**src/rtl/mem_port_arbiter_pkg.sv**
```systemverilog
// Shared types and constants for the fetch/data memory port arbiter.
package mem_port_arbiter_pkg;

    localparam int unsigned XLEN            = 32;
    localparam logic [XLEN-1:0] INSTR_NOP   = 32'h0000_0013;
    localparam int unsigned ARB_TIMEOUT_DEF = 16;

    typedef enum logic [1:0] {
        ARB_IDLE  = 2'b00,
        ARB_FETCH = 2'b01,
        ARB_DATA  = 2'b10
    } arb_state_e;

    // Request captured at grant and replayed to memory for the whole access
    typedef struct packed {
        logic            we;
        logic [XLEN-1:0] addr;
        logic [XLEN-1:0] wdata;
    } arb_req_t;

endpackage

```
**src/rtl/mem_port_arbiter_if.sv**
```systemverilog
// Pipeline-side (fetch, data) and memory-side handshake bundle of the arbiter.
interface mem_port_arbiter_if;
    import mem_port_arbiter_pkg::*;

    logic            if_req_i;
    logic [XLEN-1:0] if_addr_i;
    logic            if_valid_o;
    logic [XLEN-1:0] if_rdata_o;
    logic            dm_req_i;
    logic            dm_we_i;
    logic [XLEN-1:0] dm_addr_i;
    logic [XLEN-1:0] dm_wdata_i;
    logic            dm_valid_o;
    logic [XLEN-1:0] dm_rdata_o;
    logic            mem_req_o;
    logic            mem_we_o;
    logic [XLEN-1:0] mem_addr_o;
    logic [XLEN-1:0] mem_wdata_o;
    logic            mem_ready_i;
    logic [XLEN-1:0] mem_rdata_i;
    logic            err_o;

    modport slave (
        input  if_req_i, if_addr_i, dm_req_i, dm_we_i, dm_addr_i, dm_wdata_i,
               mem_ready_i, mem_rdata_i,
        output if_valid_o, if_rdata_o, dm_valid_o, dm_rdata_o,
               mem_req_o, mem_we_o, mem_addr_o, mem_wdata_o, err_o
    );

    modport master (
        output if_req_i, if_addr_i, dm_req_i, dm_we_i, dm_addr_i, dm_wdata_i,
               mem_ready_i, mem_rdata_i,
        input  if_valid_o, if_rdata_o, dm_valid_o, dm_rdata_o,
               mem_req_o, mem_we_o, mem_addr_o, mem_wdata_o, err_o
    );

endinterface

```
**src/rtl/mem_port_arbiter_watchdog.sv**
```systemverilog
// Per-access watchdog: counts un-ready busy cycles, clears on grant/finish,
// flags expiry in the last allowed cycle.
module mem_port_arbiter_watchdog
    import mem_port_arbiter_pkg::*;
#(
    parameter int unsigned TIMEOUT_CYCLES = ARB_TIMEOUT_DEF
) (
    input  logic clk,
    input  logic rst_n,
    input  logic busy_i,
    input  logic ready_i,
    input  logic clr_i,
    output logic expire_o
);

    localparam int unsigned CNT_W = 8;

    logic [CNT_W-1:0] cnt_q, cnt_d;

    always_comb begin
        cnt_d = cnt_q;
        if (clr_i) begin
            cnt_d = '0;
        end else if (busy_i && !ready_i) begin
            cnt_d = cnt_q + CNT_W'(1);
        end
    end

    always_ff @(posedge clk) begin
        if (!rst_n) begin
            cnt_q <= '0;
        end else begin
            cnt_q <= cnt_d;
        end
    end

    assign expire_o = busy_i && !ready_i && (cnt_q == CNT_W'(TIMEOUT_CYCLES - 1));

endmodule

```
**src/rtl/mem_port_arbiter.sv**
```systemverilog
// Shares one single-ported memory between instruction fetch and data access.
// Optional ARB_PERF_CNT_EN adds a saturating conflict-cycle counter output.
module mem_port_arbiter
    import mem_port_arbiter_pkg::*;
#(
    parameter int unsigned TIMEOUT_CYCLES = ARB_TIMEOUT_DEF
) (
    input  logic clk,
    input  logic rst_n,
    mem_port_arbiter_if.slave bus
`ifdef ARB_PERF_CNT_EN
    ,
    output logic [XLEN-1:0] perf_conflict_o
`endif
);

    arb_state_e state_q, state_d;
    arb_req_t   req_q, req_d;
    arb_req_t   if_sel, dm_sel;
    logic       err_q, err_d;
    logic       busy, expire, done, grant;

    assign if_sel = '{we: 1'b0, addr: bus.if_addr_i, wdata: '0};
    assign dm_sel = '{we: bus.dm_we_i, addr: bus.dm_addr_i, wdata: bus.dm_wdata_i};
    assign busy   = (state_q != ARB_IDLE);
    assign done   = busy && (bus.mem_ready_i || expire);
    assign err_d  = err_q || expire;

    mem_port_arbiter_watchdog #(
        .TIMEOUT_CYCLES(TIMEOUT_CYCLES)
    ) u_arb_watchdog (
        .clk     (clk),
        .rst_n   (rst_n),
        .busy_i  (busy),
        .ready_i (bus.mem_ready_i),
        .clr_i   (grant || done),
        .expire_o(expire)
    );

    always_ff @(posedge clk) begin
        if (!rst_n) begin
            state_q <= ARB_IDLE;
            req_q   <= '0;
            err_q   <= 1'b0;
        end else begin
            state_q <= state_d;
            req_q   <= req_d;
            err_q   <= err_d;
        end
    end

    // On completion only the other requester may be granted, so no double grant
    always_comb begin
        state_d = state_q;
        req_d   = req_q;
        grant   = 1'b0;
        unique case (state_q)
            ARB_IDLE: begin
                if (bus.dm_req_i) begin
                    state_d = ARB_DATA;
                    req_d   = dm_sel;
                    grant   = 1'b1;
                end else if (bus.if_req_i) begin
                    state_d = ARB_FETCH;
                    req_d   = if_sel;
                    grant   = 1'b1;
                end
            end
            ARB_FETCH: begin
                if (done) begin
                    if (bus.dm_req_i) begin
                        state_d = ARB_DATA;
                        req_d   = dm_sel;
                        grant   = 1'b1;
                    end else begin
                        state_d = ARB_IDLE;
                    end
                end
            end
            ARB_DATA: begin
                if (done) begin
                    if (bus.if_req_i) begin
                        state_d = ARB_FETCH;
                        req_d   = if_sel;
                        grant   = 1'b1;
                    end else begin
                        state_d = ARB_IDLE;
                    end
                end
            end
            default: state_d = ARB_IDLE;
        endcase
    end

    // Completion data is forwarded combinationally; everything is forced low in reset
    always_comb begin
        bus.mem_req_o   = 1'b0;
        bus.mem_we_o    = 1'b0;
        bus.mem_addr_o  = '0;
        bus.mem_wdata_o = '0;
        bus.if_valid_o  = 1'b0;
        bus.if_rdata_o  = '0;
        bus.dm_valid_o  = 1'b0;
        bus.dm_rdata_o  = '0;
        bus.err_o       = 1'b0;
        if (rst_n) begin
            bus.mem_req_o   = busy;
            bus.mem_we_o    = (state_q == ARB_DATA) && req_q.we;
            bus.mem_addr_o  = req_q.addr;
            bus.mem_wdata_o = req_q.wdata;
            bus.err_o       = err_q;
            if ((state_q == ARB_FETCH) && done) begin
                bus.if_valid_o = 1'b1;
                bus.if_rdata_o = bus.mem_ready_i ? bus.mem_rdata_i : INSTR_NOP;
            end
            if ((state_q == ARB_DATA) && done) begin
                bus.dm_valid_o = 1'b1;
                if (!req_q.we && bus.mem_ready_i) begin
                    bus.dm_rdata_o = bus.mem_rdata_i;
                end
            end
        end
    end

`ifdef ARB_PERF_CNT_EN
    logic            conflict;
    logic [XLEN-1:0] perf_q, perf_d;

    // A requester is waiting when it is high but does not own the port
    assign conflict = (bus.if_req_i && ((state_q == ARB_DATA) ||
                                        ((state_q == ARB_IDLE) && bus.dm_req_i))) ||
                      (bus.dm_req_i && (state_q == ARB_FETCH));
    assign perf_d   = (conflict && (perf_q != '1)) ? perf_q + XLEN'(1) : perf_q;

    always_ff @(posedge clk) begin
        if (!rst_n) begin
            perf_q <= '0;
        end else begin
            perf_q <= perf_d;
        end
    end

    assign perf_conflict_o = perf_q;
`endif

endmodule

```
**src/flat_wrapper.sv**
```systemverilog
// flat-port wrapper written by rule: the top's interface ports become plain ports
module mem_port_arbiter_flat import mem_port_arbiter_pkg::*;
#(
    parameter int unsigned TIMEOUT_CYCLES = ARB_TIMEOUT_DEF
)
  (clk, rst_n, bus_if_req_i, bus_if_addr_i, bus_dm_req_i, bus_dm_we_i, bus_dm_addr_i, bus_dm_wdata_i, bus_mem_ready_i, bus_mem_rdata_i, bus_if_valid_o, bus_if_rdata_o, bus_dm_valid_o, bus_dm_rdata_o, bus_mem_req_o, bus_mem_we_o, bus_mem_addr_o, bus_mem_wdata_o, bus_err_o);
  mem_port_arbiter_if bus_i ();
  input  logic clk;
  input  logic rst_n;
  input wire logic [$bits(bus_i.if_req_i)-1:0] bus_if_req_i;
  input wire logic [$bits(bus_i.if_addr_i)-1:0] bus_if_addr_i;
  input wire logic [$bits(bus_i.dm_req_i)-1:0] bus_dm_req_i;
  input wire logic [$bits(bus_i.dm_we_i)-1:0] bus_dm_we_i;
  input wire logic [$bits(bus_i.dm_addr_i)-1:0] bus_dm_addr_i;
  input wire logic [$bits(bus_i.dm_wdata_i)-1:0] bus_dm_wdata_i;
  input wire logic [$bits(bus_i.mem_ready_i)-1:0] bus_mem_ready_i;
  input wire logic [$bits(bus_i.mem_rdata_i)-1:0] bus_mem_rdata_i;
  output wire logic [$bits(bus_i.if_valid_o)-1:0] bus_if_valid_o;
  output wire logic [$bits(bus_i.if_rdata_o)-1:0] bus_if_rdata_o;
  output wire logic [$bits(bus_i.dm_valid_o)-1:0] bus_dm_valid_o;
  output wire logic [$bits(bus_i.dm_rdata_o)-1:0] bus_dm_rdata_o;
  output wire logic [$bits(bus_i.mem_req_o)-1:0] bus_mem_req_o;
  output wire logic [$bits(bus_i.mem_we_o)-1:0] bus_mem_we_o;
  output wire logic [$bits(bus_i.mem_addr_o)-1:0] bus_mem_addr_o;
  output wire logic [$bits(bus_i.mem_wdata_o)-1:0] bus_mem_wdata_o;
  output wire logic [$bits(bus_i.err_o)-1:0] bus_err_o;
  assign bus_i.if_req_i = bus_if_req_i;
  assign bus_i.if_addr_i = bus_if_addr_i;
  assign bus_i.dm_req_i = bus_dm_req_i;
  assign bus_i.dm_we_i = bus_dm_we_i;
  assign bus_i.dm_addr_i = bus_dm_addr_i;
  assign bus_i.dm_wdata_i = bus_dm_wdata_i;
  assign bus_i.mem_ready_i = bus_mem_ready_i;
  assign bus_i.mem_rdata_i = bus_mem_rdata_i;
  assign bus_if_valid_o = bus_i.if_valid_o;
  assign bus_if_rdata_o = bus_i.if_rdata_o;
  assign bus_dm_valid_o = bus_i.dm_valid_o;
  assign bus_dm_rdata_o = bus_i.dm_rdata_o;
  assign bus_mem_req_o = bus_i.mem_req_o;
  assign bus_mem_we_o = bus_i.mem_we_o;
  assign bus_mem_addr_o = bus_i.mem_addr_o;
  assign bus_mem_wdata_o = bus_i.mem_wdata_o;
  assign bus_err_o = bus_i.err_o;
  mem_port_arbiter #(.TIMEOUT_CYCLES(TIMEOUT_CYCLES)) u_core (.clk(clk), .rst_n(rst_n), .bus(bus_i));
endmodule
```
**config.mk**
```make
export PLATFORM = sky130hd
export DESIGN_NAME = mem_port_arbiter_flat
export DESIGN_NICKNAME = d
export VERILOG_FILES = /design/src/rtl/mem_port_arbiter_pkg.sv /design/src/rtl/mem_port_arbiter_if.sv /design/src/rtl/mem_port_arbiter_watchdog.sv /design/src/rtl/mem_port_arbiter.sv /design/src/flat_wrapper.sv
export SDC_FILE = /design/constraint.sdc
export NUM_CORES = 1
export LEC_CHECK = 0
export CAP_MARGIN = 20
export CORE_MARGIN = 3
export CORE_UTILIZATION = 39
export DETAILED_ROUTE_END_ITERATION = 7
export PLACE_DENSITY = 0.92
export SLEW_MARGIN = 20
export SYNTH_ARGS = -nofsm -noshare
export SYNTH_HDL_FRONTEND = slang
export SYNTH_SLANG_ARGS = --single-unit
```
**constraint.sdc**
```tcl
create_clock -name clk -period 4.4 [get_ports clk]
set_clock_uncertainty 0.2 [all_clocks]
set_input_delay 0.88 -clock clk [delete_from_list [all_inputs] [get_ports clk]]
set_output_delay 0.88 -clock clk [all_outputs]
set_load 0.01 [all_outputs]
```
==> out/results.ini, run 1 <==
[drt]
viasPerCell = 5.173
first_pass_iters = 5
detail-route-antenna-nets = 0
vias = 4325
drt_iter0_drc = 210
wire_per_inst_um = 17.19
route.detailed.drc = 0
wirelength_mm = 14.37

[power]
total_power_w = 0.002841
p_leak_nw = 2.709
powerDensity_nw_per_um2 = 407.3
peakVddDrop_mv = 0.2283

[yosys]
syn_avg_cell_area_um2 = 9.057
synth_edf_count = 0
seq_area_frac_synth_pct = 37.50
synthCells = 448
synthArstFlopShare_pct = 0
syn_area_um2 = 4058
ys_types = 40
synth_ff_type = dfxtp_1
synth-seq-cells = 76
ys_warn_count = 0
synth_nets = 587

[worst_hold_path]
min_path_type = flip-flop to flip-flop
min_from = u_core.err_q$_SDFF_PN0_
min_to = u_core.err_q$_SDFF_PN0_
min_delay_path_depth = 2

[clock_tree]
clkTransAtPathRegs_ns = 0.08
cts_root_buf = clkbuf_8
cts_tree = done
hold_buffers = 0
htree_levels = 3
postCtsSetupBuffers = 0
clk_latency_ns = 0.34
numCtsBuffers = 9
clockBufferDepth = 2
cts.sinks = 76
ctsResizeCount = 0

[floorplan]
die_x_um = 108
start_util_pct = 40.76
fp.dieH_um = 108
ios = 267
dieArea_um2 = 11660
core-area_um2 = 9955
rows = 36

[place]
globalplace.congestion = 0.8858
port_buffers = 266
hpwlAfterDp_mm = 11.06
placed_area_um2 = 6783

[status]
outcome = finished clean

[sta]
max_freq_ghz = 0.2447
finalMaxSlewViolations = 0
max_slew_margin_pct = 32.56
post-route-period-util_pct = 92.88
fin_tns_setup_ns = 0
worst_pin_slew_ns = 1.012
setup_viol = 0
rsz0062_at_grt = false
hold_viol = 0
fin_crit_ns = 4.087

[critical_path]
critPathMaxFanout = 4
start_kind = primary input
worstRegToRegCells = 7
r2r-start = u_core.state_q[1]$_SDFFE_PN0P_
end_kind = primary output
crit_start = bus_mem_ready_i
crit_arrival_ns = 3.01
r2r_slack_ns = 1.36
cp.required_ns = 3.32
r2r_end = u_core.req_q[57]$_SDFFE_PN0P_
criticalPathCategory = primary input to primary output

[final_layout]
areaGrowthSynthToFinish_pct = 71.88
final_layout_size_suffix_gt1_share_pct = 5.405
fin_util_pct = 70.06
fillCellCount = 739
antenna_cells = 0
layout.nets = 837
final_area_um2 = 6974

[global_routing]
grtUsageTotal_pct = 23.85
overflow = 0
antenna_found_initial = 1
grt_pass1_vias = 4634
grt_pass1_wl_mm = 22.47
grt_max_degree = 70

[run]
maxCapViolCount = 0

==> cells in the mapped netlist, types with 4 or more instances <==
master | instances | share of area, %
nor2_1 | 16 | 1.5
nand2_1 | 10 | 0.93
clkbuf_1 | 27 | 2.5
xnor2_1 | 7 | 1.5
and2_1 | 124 | 19
a22oi_1 | 7 | 1.3
mux2_2 | 7 | 1.9
a211oi_1 | 14 | 2.6
nor3_1 | 4 | 0.49
ha_1 | 5 | 1.5
buf_4 | 5 | 0.93
dfxtp_1 | 76 | 37
a21oi_1 | 8 | 0.99
a22o_1 | 82 | 18
inv_1 | 10 | 0.93
nand2b_1 | 5 | 0.77
nor4_1 | 4 | 0.62
==> cells by family after synthesis <==
family / synth area share (%)
simple gates: 26.55
compound gates: 25.41
flops: 37.50
buf+inv: 5.551
xor+xnor: 1.511
mux: 1.943
fa+ha+maj: 1.542
==> where the power goes <==
| group | leakage (nW) | total (W) | internal (W) | switching (W) |
|---|---|---|---|---|
| combinational | 1.99 | 0.00137 | 0.000682 | 0.000692 |
| sequential | 0.623 | 0.000961 | 0.000890 | 0.0000719 |
| clock | 0.0931 | 0.000505 | 0.000218 | 0.000287 |
| total | 2.71 | 0.00284 | 0.00179 | 0.00105 |
==> state kept, by name (all words and copies together) (netlist names) <==
signal and count:
u_core.err_q 1, u_core.state_q 2, u_core.u_arb_watchdog.cnt_q 8, u_core.req_q 65
==> area by class of cell <==
class / count / area (um2) / area share [%]
clock buffers: 9 / 123.9 / 1.776
clock inverters: 7 / 62.56 / 0.8970
inverters: 10 / 37.54 / 0.5382
multi-input cells: 324 / 2325 / 33.33
flip-flops and latches: 76 / 1521 / 21.82
well taps: 133 / 166.4 / 2.386
repair buffers: 277 / 2738 / 39.25
==> worst max-delay path, cell delays in order <==
cell,delay (ns)
clkdlybuf4s50_1,0.44
or3b_1,0.38
o31a_1,0.35
nand3b_1,0.23
a21oi_1,0.16
clkdlybuf4s50_1,0.57
==> cells in the final DEF, fill, tap and decap left out, drive strengths merged, types with 2 or more instances in the layout <==
| master | count |
|---|---|
| clkdlybuf4s50 | 265 |
| and2 | 125 |
| a22o | 82 |
| dfxtp | 76 |
| nor2 | 16 |
| inv | 15 |
| a211oi | 14 |
| buf | 11 |
| nand2 | 10 |
| clkbuf | 10 |
| a21oi | 8 |
| mux2 | 7 |
| a22oi | 7 |
| xnor2 | 7 |
| nand2b | 5 |
| ha | 5 |
| nor4 | 5 |
| nor3 | 4 |
| nor2b | 3 |
| and3 | 3 |
| o31a | 3 |
| nand3b | 3 |
| nand3 | 2 |
| o21ai | 2 |
| o31ai | 2 |
==> worst max path at each step <==
stage	end	slack, ns	cells after the start
after global placement	bus_if_rdata_o[1]	0.40	6
final	bus_if_rdata_o[4]	0.31	6
after detailed placement	bus_if_rdata_o[4]	0.32	6
after floorplan	bus_if_rdata_o[0]	1.02	6
after CTS	bus_if_rdata_o[4]	0.32	6
after global routing	bus_if_rdata_o[0]	0.21	6
==> layer usage <==
metal  track usage, %  up-vias  share of wire [%]
met5                0        -               0.12
met4            6.402        2                1.7
met3            7.582       20                8.0
met2            44.49      187                 52
met1            25.87     2026                 38
li1                 -     2090                  -
==> stage by stage <==
step	setup slack, ns	hold WS [ns]	cells
4_1_cts	0.3208	0.2880	835
3_3_place_gp	0.3975	0.2473	819
3_5_place_dp	0.3244	0.2702	819
5_1_grt	0.2124	0.3064	836
6_report	0.3132	0.2870	836
2_1_floorplan	1.024	0.2324	448
Power figures use the tool's default switching activity.
==> run 2, diff against run 1 <==
--- a/config.mk
+++ b/config.mk
@@ -5,11 +5,11 @@
 export SDC_FILE = /design/constraint.sdc
 export NUM_CORES = 1
 export LEC_CHECK = 0
+export ABC_AREA = 1
 export CAP_MARGIN = 20
-export CORE_MARGIN = 3
-export CORE_UTILIZATION = 39
+export CORE_UTILIZATION = 40
 export DETAILED_ROUTE_END_ITERATION = 7
-export PLACE_DENSITY = 0.92
+export PLACE_DENSITY = 0.88
 export SLEW_MARGIN = 20
 export SYNTH_ARGS = -nofsm -noshare
 export SYNTH_HDL_FRONTEND = slang
==> run 2 against run 1 <==
Against the previous run: core utilization is 3.0 points lower; routed wire length is 9.8% higher; cell count is 46% higher; via count is 32% higher; first-iteration DRC count is 140% higher; critical endpoint is now bus_dm_rdata_o[22]; die area is 8.4% higher; flip-flop and latch count stayed put; register-to-register slack better by 0.35 ns; largest power group unchanged.
==> out/results.ini, run 2 <==
[clock_tree]
cts.sinks = 76  ; unchanged
cts_root_buf = clkbuf_16
clockBufferDepth = 2  ; unchanged
postCtsSetupBuffers = 0  ; unchanged
clk_latency_ns = 0.32  ; -0.02 ns
hold_buffers = 0  ; unchanged
numCtsBuffers = 9  ; unchanged
cts_tree = done
clkTransAtPathRegs_ns = 0.06  ; -0.02 ns
htree_levels = 3  ; unchanged
ctsResizeCount = 0  ; unchanged

[final_layout]
final_layout_size_suffix_gt1_share_pct = 3.714  ; -1.7 points
layout.nets = 1211  ; +45%
largest_reg_flops = 65  ; unchanged
largestRegisters = u_core.req_q x65, u_core.u_arb_watchdog.cnt_q x8, u_core.state_q x2
top_register = u_core.req_q
areaGrowthSynthToFinish_pct = 60.43
fin_cells = 1220  ; +46%
mostFrequentLayoutCell = nand2_1
antenna_cells = 0  ; unchanged
final_cell_mix = nand2_1, clkdlybuf4s50_1, inv_1, dfxtp_1, nand4_1

[critical_path]
crit_chain = clkdlybuf4s50_1 -> o21bai_2 -> inv_1 -> nand3_2 -> nor3_1 -> clkdlybuf4s50_1
criticalPathCategory = primary input to primary output
critPathMaxFanout = 33  ; +29
cp.required_ns = 3.32  ; about the same
critPathMaxStageDelay_ns = 0.59  ; +0.02 ns
worstRegToRegCells = 8  ; +1
crit_slowest_cell = clkdlybuf4s50_1
start_kind = primary input
crit_arrival_ns = 3.01  ; about the same
end_kind = primary output
crit_top_cell = clkdlybuf4s50_1
r2r_slack_ns = 1.71  ; +0.35 ns

[drt]
viasPerCell = 4.695  ; -9.2%
drt_iter0_drc = 495  ; +140%
wirelength_mm = 15.78  ; +9.8%
vias = 5728  ; +32%
first_pass_iters = 7  ; +2
route.detailed.drc = 0  ; unchanged
wire_per_inst_um = 12.94  ; -25%
detail-route-antenna-nets = 0  ; unchanged

[global_routing]
grtUsageTotal_pct = 24.70  ; +0.85 points
antenna_found_initial = 0  ; -1
grt_max_degree = 134  ; +91%
overflow = 0  ; unchanged
grt_pass1_vias = 5236  ; +13%
grt_pass1_wl_mm = 25.45  ; +13%

[yosys]
syn_avg_cell_area_um2 = 5.787  ; -36%
seq_area_frac_synth_pct = 31.19  ; -6.3 points
synth.most_common_cell = nand2_1
synthCells = 843  ; +88%
synthArstFlopShare_pct = 0  ; unchanged
synth_top_area_share_pct = 31.19  ; -6.3 points
synth_ff_type = dfxtp_1
synth-seq-cells = 76  ; unchanged
syn_area_um2 = 4878  ; +20%
synth_nets = 982  ; +67%
yosys.area.top_type = dfxtp_1
ys_warn_count = 0  ; unchanged
ys_types = 28  ; -30%
synthTopCellsByCount = nand2_1, inv_1, dfxtp_1
synthTopCellsByArea = dfxtp_1, nand2_1, inv_1, nand4_1, nor2_1
synth_edf_count = 0  ; unchanged

[power]
p_leak_nw = 4.139  ; +53%
p_seq_share_pct = 27.1  ; -6.7 points
switching_share_pct = 43.16  ; +6.2 points
p_int_w = 0.002137  ; +19%
p_sw_w = 0.001622  ; +54%
total_power_w = 0.003759  ; +32%
peakVddDrop_mv = 0.3178  ; +39%
p_comb_share_pct = 53.4  ; +5.0 points
powerDensity_nw_per_um2 = 480.3  ; +18%
pwr-share-clk_pct = 19.6  ; +1.8 points

[floorplan]
die_x_um = 112.4  ; +4.1%
fp.dieH_um = 112.4  ; +4.1%
dieArea_um2 = 12640  ; +8.4%
rows = 39  ; +8.3%
start_util_pct = 41.83  ; +1.1 points
ios = 267  ; unchanged
core-area_um2 = 11660  ; +17%

[worst_hold_path]
min_path_type = flip-flop to flip-flop
min_delay_path_depth = 2  ; unchanged

[sta]
finalMaxSlewViolations = 0  ; unchanged
fin_tns_setup_ns = 0  ; unchanged
max_freq_ghz = 0.2442  ; -0.20%
post-route-period-util_pct = 93.06  ; +0.18 points
hold_ws_ns = 0.2695  ; -0.01746 ns
max_slew_margin_pct = 47.30  ; +15 points
setup_viol = 0  ; unchanged
worst_pin_slew_ns = 0.7906  ; -0.2210 ns
fin_crit_ns = 4.095  ; +0.008039 ns
hold_viol = 0  ; unchanged
rsz0062_at_grt = false

[run]
maxCapViolCount = 0  ; unchanged

[place]
port_buffers = 266  ; unchanged
hpwlAfterDp_mm = 11.24  ; +1.7%
globalplace.congestion = 0.8993  ; +1.5%
place_inst = 1204  ; +47%

[status]
outcome = finished clean

run 2: cell types whose count changed in the layout (fill, tap and decap cells not counted), moves of 42 or more:
cell     delta
inv_1     +150
and2_1    -124
nand2_1   +296
nand4_1    +60
a22o_1     -82
nor2_1     +42
run 2: logic make-up after synthesis:
group,count (synthesis),share of synthesized area (%)
buf+inv,222,18.52
flops,76,31.19
xor+xnor,5,0.8976
compound gates,59,6.669
fa+ha+maj,5,1.282
simple gates,476,41.45
run 2: area by class of cell:
class	count	area, um2
Clock buffer	10	239.0
Clock inverter	6	61.31
Fill cell	1064	3836
Inverter	163	611.8
Multi-Input combinational cell	545	2459
Sequential cell	76	1521
Tap cell	143	178.9
Timing Repair Buffer	277	2755
run 2: final timing paths:
| kind | start | end |
|---|---|---|
| min reg2reg | u_core.err_q$_SDFF_PN0_ | u_core.err_q$_SDFF_PN0_ |
| max | bus_mem_ready_i | bus_dm_rdata_o[22] |
| min | u_core.err_q$_SDFF_PN0_ | u_core.err_q$_SDFF_PN0_ |
| max reg2reg | u_core.state_q[0]$_SDFFE_PN0P_ | u_core.req_q[20]$_SDFFE_PN0P_ |
run 2: per-stage QoR:
| step | setup WS (ns) | util (%) | area (um2) |
|---|---|---|---|
| floorplan | 1.536 | - | 4878 |
| global placement | 0.4890 | 64.53 | 7526 |
| detailed placement | 0.3107 | 64.53 | 7526 |
| CTS | 0.3067 | 67.11 | 7826 |
| global route | 0.1022 | 67.11 | 7826 |
| finish | 0.3052 | 67.11 | 7826 |
run 2: layer usage:
metal  GRT usage [%]  routed length [um]  share of wire, %  vias to the layer above
li1                -                   -                 -                     3012
met1           32.32                7208                46                     2523
met2           41.45                7465                47                      173
met3           4.806                 861               5.5                       20
met4           6.933                 248               1.6                        0
met5               0                   0                 0                        -
run 2: worst max-delay path, delay by kind of cell:
family,cells,cell delay (ns)
buffers and inverters,3,1.17
and+or+nand+nor,2,0.85
AOI/OAI and AO/OA,1,0.10
run 2: power groups by stage:
stage	sequential, W	combinational, W	clock, W
finish	0.00102	0.00201	0.000735
global route	0.00104	0.00222	0.000785
CTS	0.00102	0.00201	0.000757
detailed placement	0.00103	0.00200	0
global placement	0.00102	0.00198	0
floorplan	0.00101	0.00138	0
